### src/rtl/imem_loader.sv
// Framed byte-stream program loader: assembles 16-bit words (high byte first),
// writes them to sequential instruction memory addresses, verifies an XOR
// checksum and releases the core hold only after a clean frame.
module imem_loader #(
    parameter int unsigned ADDR_W  = 8,
    parameter int unsigned INSTR_W = 16
) (
    input  logic                CLK,
    input  logic                RST_N,
    input  logic                start,
    input  logic [7:0]          byte_in,
    input  logic                byte_valid,
    output logic                byte_ready,
    output logic                imem_we,
    output logic [ADDR_W-1:0]   imem_addr,
    output logic [INSTR_W-1:0]  imem_wdata,
    output logic                core_hold,
    output logic                done,
    output logic                err,
    output logic [ADDR_W:0]     word_count
);

    localparam int unsigned BYTE_W = 8;
    localparam int unsigned CNT_W  = ADDR_W + 1;

    typedef enum logic [2:0] {
        S_IDLE = 3'd0,
        S_LEN  = 3'd1,
        S_HI   = 3'd2,
        S_LO   = 3'd3,
        S_WR   = 3'd4,
        S_CHK  = 3'd5,
        S_DONE = 3'd6,
        S_ERR  = 3'd7
    } state_e;

    state_e              state_q, state_d;
    logic [BYTE_W-1:0]   remaining_q, remaining_d;
    logic [BYTE_W-1:0]   hi_q, hi_d;
    logic [BYTE_W-1:0]   checksum_q, checksum_d;
    logic                imem_we_q, imem_we_d;
    logic [ADDR_W-1:0]   imem_addr_q, imem_addr_d;
    logic [INSTR_W-1:0]  imem_wdata_q, imem_wdata_d;
    logic                core_hold_q, core_hold_d;
    logic                done_q, done_d;
    logic                err_q, err_d;
    logic [CNT_W-1:0]    word_count_q, word_count_d;
    logic                xfer;

    assign xfer = byte_valid & byte_ready;

    // State register
    always_ff @(posedge CLK or negedge RST_N) begin
        if (!RST_N) begin
            state_q <= S_IDLE;
        end else begin
            state_q <= state_d;
        end
    end

    // Next-state logic: advance on byte transfers, WR always lasts one cycle
    always_comb begin
        state_d = state_q;
        case (state_q)
            S_IDLE, S_DONE, S_ERR: if (start) state_d = S_LEN;
            S_LEN:  if (xfer) state_d = S_HI;
            S_HI:   if (xfer) state_d = S_LO;
            S_LO:   if (xfer) state_d = S_WR;
            S_WR:   state_d = (remaining_q == '0) ? S_CHK : S_HI;
            S_CHK:  if (xfer) state_d = (byte_in == checksum_q) ? S_DONE : S_ERR;
            default: state_d = S_IDLE;
        endcase
    end

    // Output/datapath next values; byte_ready is a pure decode of state
    always_comb begin
        byte_ready   = 1'b0;
        remaining_d  = remaining_q;
        hi_d         = hi_q;
        checksum_d   = checksum_q;
        imem_we_d    = 1'b0;
        imem_addr_d  = imem_addr_q;
        imem_wdata_d = imem_wdata_q;
        core_hold_d  = core_hold_q;
        done_d       = done_q;
        err_d        = err_q;
        word_count_d = word_count_q;
        case (state_q)
            S_IDLE, S_DONE, S_ERR: begin
                if (start) begin
                    done_d       = 1'b0;
                    err_d        = 1'b0;
                    word_count_d = '0;
                    checksum_d   = '0;
                    core_hold_d  = 1'b1;
                    imem_addr_d  = '0;
                end
            end
            S_LEN: begin
                byte_ready = 1'b1;
                if (xfer) remaining_d = byte_in;
            end
            S_HI: begin
                byte_ready = 1'b1;
                if (xfer) begin
                    hi_d       = byte_in;
                    checksum_d = checksum_q ^ byte_in;
                end
            end
            S_LO: begin
                byte_ready = 1'b1;
                if (xfer) begin
                    checksum_d   = checksum_q ^ byte_in;
                    imem_wdata_d = INSTR_W'({hi_q, byte_in});
                    imem_we_d    = 1'b1;
                end
            end
            S_WR: begin
                word_count_d = word_count_q + CNT_W'(1);
                imem_addr_d  = imem_addr_q + ADDR_W'(1);
                if (remaining_q != '0) remaining_d = remaining_q - BYTE_W'(1);
            end
            S_CHK: begin
                byte_ready = 1'b1;
                if (xfer) begin
                    if (byte_in == checksum_q) begin
                        done_d      = 1'b1;
                        core_hold_d = 1'b0;
                    end else begin
                        err_d = 1'b1;
                    end
                end
            end
            default: ;
        endcase
    end

    // Datapath and registered outputs
    always_ff @(posedge CLK or negedge RST_N) begin
        if (!RST_N) begin
            remaining_q  <= '0;
            hi_q         <= '0;
            checksum_q   <= '0;
            imem_we_q    <= 1'b0;
            imem_addr_q  <= '0;
            imem_wdata_q <= '0;
            core_hold_q  <= 1'b1;
            done_q       <= 1'b0;
            err_q        <= 1'b0;
            word_count_q <= '0;
        end else begin
            remaining_q  <= remaining_d;
            hi_q         <= hi_d;
            checksum_q   <= checksum_d;
            imem_we_q    <= imem_we_d;
            imem_addr_q  <= imem_addr_d;
            imem_wdata_q <= imem_wdata_d;
            core_hold_q  <= core_hold_d;
            done_q       <= done_d;
            err_q        <= err_d;
            word_count_q <= word_count_d;
        end
    end

    assign imem_we    = imem_we_q;
    assign imem_addr  = imem_addr_q;
    assign imem_wdata = imem_wdata_q;
    assign core_hold  = core_hold_q;
    assign done       = done_q;
    assign err        = err_q;
    assign word_count = word_count_q;

endmodule

### config.mk
export PLATFORM = sky130hd
export DESIGN_NAME = imem_loader
export DESIGN_NICKNAME = d
export VERILOG_FILES = /design/src/rtl/imem_loader.sv
export SDC_FILE = /design/constraint.sdc
export NUM_CORES = 1
export LEC_CHECK = 0
export CAP_MARGIN = 20
export CORE_MARGIN = 2
export CORE_UTILIZATION = 50
export DETAILED_ROUTE_END_ITERATION = 10
export MAX_ROUTING_LAYER = met4
export PLACE_DENSITY = 0.75
export SYNTH_ARGS = -nofsm -noshare
export SYNTH_HDL_FRONTEND = slang
export SYNTH_SLANG_ARGS = --single-unit
### constraint.sdc
create_clock -name CLK -period 4.9 [get_ports CLK]
set_clock_uncertainty 0.15 [all_clocks]
set_input_delay 0.49 -clock CLK [delete_from_list [all_inputs] [get_ports CLK]]
set_output_delay 0.49 -clock CLK [all_outputs]
set_load 0.01 [all_outputs]
==> flow_summary.yaml <==
drt:
  vias: 2448
  detail_route.first_pass.iterations: 4
  ant_nets: 0
  vias_per_cell: 5.67
  wl_per_cell_um: 15.6
  route.detailed.drc: 0
  drtIter0Drc: 138
  wirelength_um: 6720
logic_synthesis:
  syn_inst: 301
  avgSynthCellArea_sq_um: 10.6
  syn_nets: 317
  seq_area_frac_synth_pct: 50.3
  synth.distinct_cells: 48
  yosysWarnings: 0
  ys_ff_latch: 64
  synthesis.area_sq_um: 3190
clock_tree:
  cts_setup_buffers: 0
  cts.sinks: 64
  clock_latency_ns: 0.33
  cts_tree: "yes"
  post_cts_resized: 0
  tritoncts.num_buffers: 9
  path_clk_slew_ns: 0.07
  ctsHoldBuffers: 0
  clk_path_buf_depth: 2
  htreeDepth: 3
  cts_root_buf: "clkbuf_8"
timing:
  setup_tns_ns: 0
  hold_viol_final: 0
  fin_ws_ns: 2.43
  setup_viol: 0
  slew_viol_final: 0
  tightest_slew_ns: 0.806
  relSlewSlack_pct: 46.3
  hold_slack_ns: 0.176
  layout_min_cycle_time_ns: 2.47
  clock.fmax_ghz: 0.405
  timing.final.crit_share_pct: 50.4
  rsz0062_at_grt: "no"
placed_design:
  post_dp_cell_area_sq_um: 3710
  port_buffers: 49
  hpwl_um: 4500
  gp_congestion: 0.786
  dp_slack_ns: 2.42
pwr:
  p_leak_nw: 1.68
  peakVddDrop_mv: 0.316
  powerDensity_nw_per_um2: 555
setup_path:
  start_kind: "register"
  slowest_delay_ns: 0.56
  critical_path_class: "reg2out"
  cp_slowest_cell: "clkdlybuf4s50_1"
  end_kind: "output pin"
  crit_buf_inv: 1
  crit_family: "buffers and inverters"
  crit_required_ns: 4.26
  crit_fanout: 15
  cp.arrival_ns: 1.83
  path_cells: "and2_1 > nor2_1 > clkdlybuf4s50_1"
global_route:
  grt_max_degree: 65
  grt_antenna_before_repair: 0
  track_usage_pct: 21.3
  grt-ovfl-total: 0
  grt_pass1_vias: 2455
  grt_pass1_wl_um: 11700
die:
  die_x_um: 83.9
  core_area_sq_um: 6240
  rows: 29
  dieArea_sq_um: 7030
  io_pins: 50
  initial_core_util_pct: 51.1
  fp.dieH_um: 83.9
min_path:
  hold_path_class: "in2async"
finish:
  fin_area_sq_um: 3910
  fin_util_pct: 62.6
  syn_to_final_growth_pct: 22.5
  layout-drive-gt1-share_pct: 15.5
  finalNetCount: 366
  num_antenna_cells: 0
status:
  outcome: "finished, final reports clean"
run:
  max_cap_violations: 0
[layout by cell type, fill, tap and decap left out, drive strengths merged, types with 5 or more instances in the layout]
cell type / n
nor2: 27
a21o: 5
inv: 6
clkbuf: 12
dfrtp: 63
nand3: 11
nand2b: 12
nand4: 5
a21oi: 11
nor3: 5
mux2: 28
o21ai: 35
xnor2: 9
mux2i: 5
nand2: 18
and3: 5
clkdlybuf4s50: 48
[cell usage after synthesis, drive strengths merged]
master | n | area, sq um
a32o | 1 | 10.0
nand2 | 18 | 67.6
nand3 | 11 | 55.1
nand3b | 2 | 15.0
nor2 | 27 | 104
o21a | 1 | 7.51
clkbuf | 2 | 7.51
o21ai | 35 | 179
a2111oi | 1 | 8.76
a2bb2oi | 1 | 8.76
o211a | 1 | 10.0
inv | 6 | 22.5
and3 | 5 | 31.3
a211o | 3 | 30.0
nand2b | 12 | 75.1
a211oi | 1 | 7.51
a41oi | 1 | 8.76
nor2b | 3 | 18.8
a22oi | 2 | 15.0
a21o | 5 | 45.0
xnor2 | 9 | 78.8
or3b | 1 | 8.76
a32oi | 1 | 8.76
nand4 | 5 | 31.3
nor4 | 1 | 21.3
o31ai | 2 | 15.0
a31oi | 1 | 6.26
dfrtp | 63 | 1580
o211ai | 2 | 15.0
o22a | 1 | 8.76
and2 | 2 | 12.5
a21oi | 11 | 55.1
o2bb2ai | 3 | 26.3
buf | 12 | 66.3
ha | 4 | 50.1
a22o | 1 | 8.76
mux2i | 5 | 50.1
dfstp | 1 | 26.3
mux2 | 28 | 315
nor3 | 5 | 25.0
o32ai | 1 | 8.76
nor3b | 4 | 46.3
[worst register-to-register path, delay by kind of cell, from the launching register on]
kind	cells	cell delay (ns)
AND/OR/NAND/NOR	2	1.06
multiplexers	1	0.42
flip-flops	1	0.60
[per-stage QoR]
step,instances,power [mW]
2_1_floorplan,301,1.43
3_3_place_gp,415,1.72
3_5_place_dp,415,1.75
4_1_cts,431,2.19
5_1_grt,432,2.33
6_report,432,2.17
[power breakdown]
part,leakage (nW),internal [mW],total (mW),switching [mW]
Clock,0.0941,0.233,0.427,0.194
Combinational,0.776,0.462,0.835,0.373
Sequential,0.808,0.723,0.907,0.183
Total,1.68,1.42,2.17,0.751
[cell type report]
type / count / area (sq um)
Fill cell: 535 / 2330
Sequential cell: 64 / 1600
Multi-Input combinational cell: 217 / 1490
Timing Repair Buffer: 52 / 515
Clock buffer: 12 / 135
Tap cell: 77 / 96.3
Clock inverter: 4 / 45.0
Inverter: 6 / 22.5
[cell families after synthesis]
family	after synthesis	share of synthesized area [%]
AND/OR/NAND/NOR	96	16.1
AO/OA/AOI/OAI	75	15.1
flip-flops	64	50.3
multiplexers	33	11.5
buffers and inverters	20	3.02
XOR/XNOR	9	2.47
adder cells (fa/ha/maj)	4	1.57
[registers in the layout, indices dropped and copies added, names as in the netlist]
register / cells
imem_wdata: 16
word_count: 9
checksum_q: 8
hi_q: 8
imem_addr: 8
remaining_q: 8
state_q: 3
core_hold: 1
done: 1
err: 1
imem_we: 1
[path summary, 6_finish.rpt]
check                                             from                   endpoint  slack (ns)  depth (start not counted)
worst max-delay path            state_q[1]$_DFFE_PN0P_                 byte_ready        2.43                          3
worst min-delay path                             RST_N  word_count[6]$_DFFE_PN0P_        0.18                          2
worst max register to register  state_q[2]$_DFFE_PN0P_  imem_wdata[0]$_DFFE_PN0P_        2.57                          3
worst min register to register   core_hold$_DFFE_PN1P_      core_hold$_DFFE_PN1P_        0.32                          2
max in group asynchronous                        RST_N   imem_addr[4]$_DFFE_PN0P_        3.89                          2
min in group CLK                 core_hold$_DFFE_PN1P_      core_hold$_DFFE_PN1P_        0.32                          2
[metal layers]
layer | part of all wire [%] | vias to the layer above | track usage (%) | routed length, um
li1 | - | 1177 | - | -
met5 | 0 | - | - | 0
met2 | 51 | 48 | 33.3 | 3400
met3 | 3.9 | 8 | 4.65 | 263
met4 | 1.0 | 0 | 6.01 | 67
met1 | 45 | 1215 | 28.2 | 2990
(Power assumes the default switching activity.)
